### src/rtl/core_pkg.sv
// core_pkg: shared register-index types and constants for the integer core
package core_pkg;
    localparam int REG_IDX_W = 4;
    localparam int NUM_REGS  = 16;
    typedef logic [REG_IDX_W-1:0] reg_idx_t;
    localparam reg_idx_t REG_ZERO = 4'd0;
endpackage

### src/rtl/mux16.sv
// mux16: 16:1 data multiplexer
module mux16 #(
    parameter int DATA_WIDTH = 32
) (
    input  logic [3:0]            sel,
    input  logic [DATA_WIDTH-1:0] in0,
    input  logic [DATA_WIDTH-1:0] in1,
    input  logic [DATA_WIDTH-1:0] in2,
    input  logic [DATA_WIDTH-1:0] in3,
    input  logic [DATA_WIDTH-1:0] in4,
    input  logic [DATA_WIDTH-1:0] in5,
    input  logic [DATA_WIDTH-1:0] in6,
    input  logic [DATA_WIDTH-1:0] in7,
    input  logic [DATA_WIDTH-1:0] in8,
    input  logic [DATA_WIDTH-1:0] in9,
    input  logic [DATA_WIDTH-1:0] in10,
    input  logic [DATA_WIDTH-1:0] in11,
    input  logic [DATA_WIDTH-1:0] in12,
    input  logic [DATA_WIDTH-1:0] in13,
    input  logic [DATA_WIDTH-1:0] in14,
    input  logic [DATA_WIDTH-1:0] in15,
    output logic [DATA_WIDTH-1:0] y
);
    logic [DATA_WIDTH-1:0] arr [16];
    assign arr = '{in0, in1, in2, in3, in4, in5, in6, in7,
                   in8, in9, in10, in11, in12, in13, in14, in15};
    assign y = arr[sel];
endmodule

### src/rtl/rf16_sb.sv
// rf16_sb: 16-entry register file with busy scoreboard, two read ports, writeback and issue ports
module rf16_sb
    import core_pkg::*;
#(
    parameter int DATA_WIDTH = 32,
    parameter bit BYPASS     = 1'b1
) (
    input  logic                  clk,
    input  logic                  rst_n,
    input  logic [REG_IDX_W-1:0]  raddr0,
    output logic [DATA_WIDTH-1:0] rdata0,
    output logic                  rbusy0,
    input  logic [REG_IDX_W-1:0]  raddr1,
    output logic [DATA_WIDTH-1:0] rdata1,
    output logic                  rbusy1,
    input  logic                  we,
    input  logic [REG_IDX_W-1:0]  waddr,
    input  logic [DATA_WIDTH-1:0] wdata,
    input  logic                  iss,
    input  logic [REG_IDX_W-1:0]  issue_rd,
    output logic [NUM_REGS-1:0]   busy_vec
);
    logic [DATA_WIDTH-1:0] regs [1:NUM_REGS-1];
    logic [NUM_REGS-1:1]   busy;
    logic [DATA_WIDTH-1:0] m0, m1;
    logic                  hit0, hit1, wr_ok;

    // issue is checked last so a same-edge issue leaves the bit set
    always_ff @(posedge clk or negedge rst_n) begin
        if (!rst_n) begin
            for (int i = 1; i < NUM_REGS; i++) regs[i] <= '0;
            busy <= '0;
        end else begin
            for (int i = 1; i < NUM_REGS; i++) begin
                if (we && waddr == reg_idx_t'(i)) begin
                    regs[i] <= wdata;
                    busy[i] <= 1'b0;
                end
                if (iss && issue_rd == reg_idx_t'(i)) busy[i] <= 1'b1;
            end
        end
    end

    assign busy_vec = {busy, 1'b0};

    mux16 #(.DATA_WIDTH(DATA_WIDTH)) u_mux0 (
        .sel(raddr0), .in0('0), .in1(regs[1]), .in2(regs[2]), .in3(regs[3]),
        .in4(regs[4]), .in5(regs[5]), .in6(regs[6]), .in7(regs[7]),
        .in8(regs[8]), .in9(regs[9]), .in10(regs[10]), .in11(regs[11]),
        .in12(regs[12]), .in13(regs[13]), .in14(regs[14]), .in15(regs[15]),
        .y(m0)
    );

    mux16 #(.DATA_WIDTH(DATA_WIDTH)) u_mux1 (
        .sel(raddr1), .in0('0), .in1(regs[1]), .in2(regs[2]), .in3(regs[3]),
        .in4(regs[4]), .in5(regs[5]), .in6(regs[6]), .in7(regs[7]),
        .in8(regs[8]), .in9(regs[9]), .in10(regs[10]), .in11(regs[11]),
        .in12(regs[12]), .in13(regs[13]), .in14(regs[14]), .in15(regs[15]),
        .y(m1)
    );

    // forwarding is gated by rst_n so outputs read zero throughout reset
    assign wr_ok  = BYPASS && rst_n && we && waddr != REG_ZERO;
    assign hit0   = wr_ok && waddr == raddr0;
    assign hit1   = wr_ok && waddr == raddr1;
    assign rdata0 = hit0 ? wdata : m0;
    assign rdata1 = hit1 ? wdata : m1;
    assign rbusy0 = busy_vec[raddr0] && !(hit0 && !(iss && issue_rd == raddr0));
    assign rbusy1 = busy_vec[raddr1] && !(hit1 && !(iss && issue_rd == raddr1));
endmodule

### config.mk
export PLATFORM = sky130hd
export DESIGN_NAME = rf16_sb
export DESIGN_NICKNAME = d
export VERILOG_FILES = /design/src/rtl/core_pkg.sv /design/src/rtl/mux16.sv /design/src/rtl/rf16_sb.sv
export SDC_FILE = /design/constraint.sdc
export NUM_CORES = 1
export LEC_CHECK = 0
export ABC_AREA = 0
export CAP_MARGIN = 25
export CORE_ASPECT_RATIO = 1.4
export CORE_MARGIN = 2
export CORE_UTILIZATION = 55
export DETAILED_ROUTE_END_ITERATION = 12
export HOLD_SLACK_MARGIN = 0.12
export PLACE_DENSITY = 0.76
export SYNTH_ARGS = -nofsm -noshare
export SYNTH_HDL_FRONTEND = slang
export SYNTH_SLANG_ARGS = --single-unit
### constraint.sdc
create_clock -name clk -period 3.99 [get_ports clk]
set_input_delay 0.399 -clock clk [delete_from_list [all_inputs] [get_ports clk]]
set_output_delay 0.399 -clock clk [all_outputs]
set_load 0.005 [all_outputs]
==> impl_metrics.tcl <==
set metrics [dict create \
    status "finished with violations" \
    violations "design-rule violations" \
    row_count 97 \
    sw_frac_of_total_pct 26.92 \
    fp.dieW_um 194.3 \
    drive_gt1_share_pct 48.71 \
    crit_required_ps 3590 \
    tightestPinTransition_ps 1107 \
    dp.cells 2576 \
    ys_ff_latch 495 \
    fp.dieH_um 270.5 \
    vias_per_cell 6.895 \
    finalCritPeriodShare_pct 90.23 \
    cts_resized 0 \
    synth_fa_ha_area_share_pct 0 \
    grt-ovfl-total 0 \
    clock_sinks 495 \
    routed_wl_um 78810 \
    vias 18369 \
    yosys.area_share.simple_pct 4.090 \
    synth_nets 1979 \
    slowest_delay_ps 880 \
    crit_type "in -> out" \
    grt_use_total_pct 30.42 \
    ctsHoldBuffers 1 \
    skew_ps 0 \
    ant_nets 0 \
    syn-cell-area_sq_um 27900 \
    dieArea_sq_um 52570 \
    async_flop_share_pct 100.0 \
    rsz0062_at_grt "false" \
    synth.most_common_cell "mux2_2" \
    arrival_ps 3200 \
    place_congestion 0.8501 \
    initial_core_util_pct 55.66 \
    power_switching_uw 4329 \
    slew_viol_final 0 \
    portBuffers 132 \
    power.leakage_uw 0.01304 \
    synth_edf_count 0 \
    synth_warnings 0 \
    setup.worst_path.end_class "output port" \
    seq_area_frac_synth_pct 44.40 \
    synth_commonest_cells "mux2_2 (540), dfrtp_1 (495), mux4_2 (200)" \
    syn_inst 1927 \
    grt_first_pass_wirelength_um 121000 \
    clock_latency_ps 570 \
    setup_violations 0 \
    synthMuxAreaShare_pct 42.65 \
    wl_per_cell_um 29.58 \
    grt_pass1_vias 19719 \
    hold_viol 0 \
    pin_count 134 \
    grt_max_degree 190 \
    synth-xor-area-share_pct 0.5023 \
    clockPowerShare_pct 30.7 \
    core-area_sq_um 50120 \
    synth_ff_type "dfrtp_1" \
    cts-root-buf "clkbuf_16" \
    syn_area_per_cell_sq_um 14.48 \
    clkTransAtPathRegs_ps 60 \
    cts_tree "done" \
    max-vdd-ir-drop_v 0.0003364 \
    internal-power_uw 11750 \
    htree_levels 2 \
    clock.fmax_mhz 277.8 \
    synth_top_family_by_area "multiplexers" \
    place_hpwl_um 47880 \
    synth-compound-area-share_pct 4.171 \
    cts_setup_buffers 0 \
    tns_ps 0 \
    area_growth_syn_to_layout_pct 12.79 \
    combPwrFrac_pct 25.3 \
    synth.area.top_cells "dfrtp_1 (44%), mux2_2 (22%), mux4_2 (16%)" \
    max-clock-path-buffers 3 \
    critPathSlowestCell "or2_2" \
    hold_path_class "in -> async" \
    synth_cell_types 44 \
    cts_buffers 47 \
    first_pass_iters 9 \
    crit_path_cell_trace "clkdlybuf4s50_1 > o311ai_4 > or2_2 > o21a_1 > clkdlybuf4s50_1" \
    pwr-share-seq_pct 44.0 \
    layout.cells.non_filler 2664 \
    drt_iter0_markers 1569 \
    drc 8 \
    post-route-min-period_ps 3600 \
    nets 2037 \
    maxCapViolations 0 \
    antenna_found_initial 4 \
    synth.largest_area_cell "dfrtp_1" \
    crit_top_cell "clkdlybuf4s50_1" \
    hold_slack_ps 241.0 \
    cp_max_fo 33 \
    netlist.area_leader.share_pct 44.40 \
    start_kind "input pin" \
    power_density_nw_per_um2 511.1 \
    slew_headroom_pct 26.20 \
]
## power groups by stage
stage | clock network [uW] | registers (uW) | logic, uW
final | 4940 | 7080 | 4060
after detailed placement | 0 | 7120 | 4040
after CTS | 4990 | 7030 | 4070
after global routing | 5180 | 7210 | 4330
after floorplan | 0 | 6820 | 2940
after global placement | 0 | 6970 | 3920
## per-layer routing
layer	share of wire (%)	wire length [um]	up-vias	track usage (%)
met3	6.4	5053	211	4.076
li1	-	-	7515	-
met4	4.9	3840	2	15.40
met1	38	30190	9814	38.90
met5	0.015	12	-	0
met2	50	39720	827	51.23
## final timing paths
kind | from | endpoint | slack (ps) | cells after the start
max | waddr[2] | rbusy1 | 390 | 5
min | rst_n | regs[457] | 240 | 2
max reg2reg | regs[195] | regs[195] | 3170 | 1
min reg2reg | regs[199] | regs[199] | 520 | 1
max in group asynchronous | rst_n | regs[447] | 1670 | 4
min in group clk | regs[199] | regs[199] | 520 | 1
## flip-flops by register name (all words and copies together) (netlist names)
name	count
busy	15
regs	480
## layout by cell type, fill, tap and decap left out, types with 4 or more instances in the layout
master and count:
mux2_2 540, or3_1 33, inv_1 9, nor2_1 33, clkdlybuf4s50_1 123, xnor2_1 10, mux4_2 200, mux2i_1 31
clkbuf_16 48, nor3_1 32, buf_12 12, o21ai_0 5, clkbuf_8 12, xor2_1 6, nand2_1 44, clkbuf_1 9
nand2b_1 5, a211oi_1 31, or3_2 4, dfrtp_1 495, a221oi_1 64, o22ai_1 6, nor3_4 6, a31oi_1 33
mux2_4 57, nor2b_1 33, mux2_1 13, bufinv_16 9, buf_4 67
## cells by family after synthesis
family | count (synthesis)
compound gates | 149
simple gates | 211
other cells | 1
mux | 841
flops | 495
xor+xnor | 16
buf+inv | 214
## per-stage QoR
step / instance area (sq um) / worst slack (ps) / utilization (%) / total power, uW
6_report: 31470 / 389.9 / 62.77 / 16080
5_1_grt: 31470 / 275.9 / 62.77 / 16730
4_1_cts: 31400 / 420.2 / 62.65 / 16090
3_5_place_dp: 29700 / 423.6 / 59.26 / 11170
3_3_place_gp: 29700 / 494.3 / 59.26 / 10880
2_1_floorplan: 27900 / 1742 / - / 9763
## worst max-delay path, delay by kind of cell
kind,cells,cell delay [ps]
buffers and inverters,2,1180
and+or+nand+nor,1,880
AOI/OAI and AO/OA,2,710
## cell type report
type	instances	area (sq um)
Fill cell	3651	18660
Tap cell	643	804.5
Clock inverter	15	317.8
Inverter	10	37.54
Multi-Input combinational cell	1218	14420
Sequential cell	495	12390
Timing Repair Buffer	213	2120
Clock buffer	67	1373
Antenna cell	3	7.507
(Power assumes the default switching activity.)
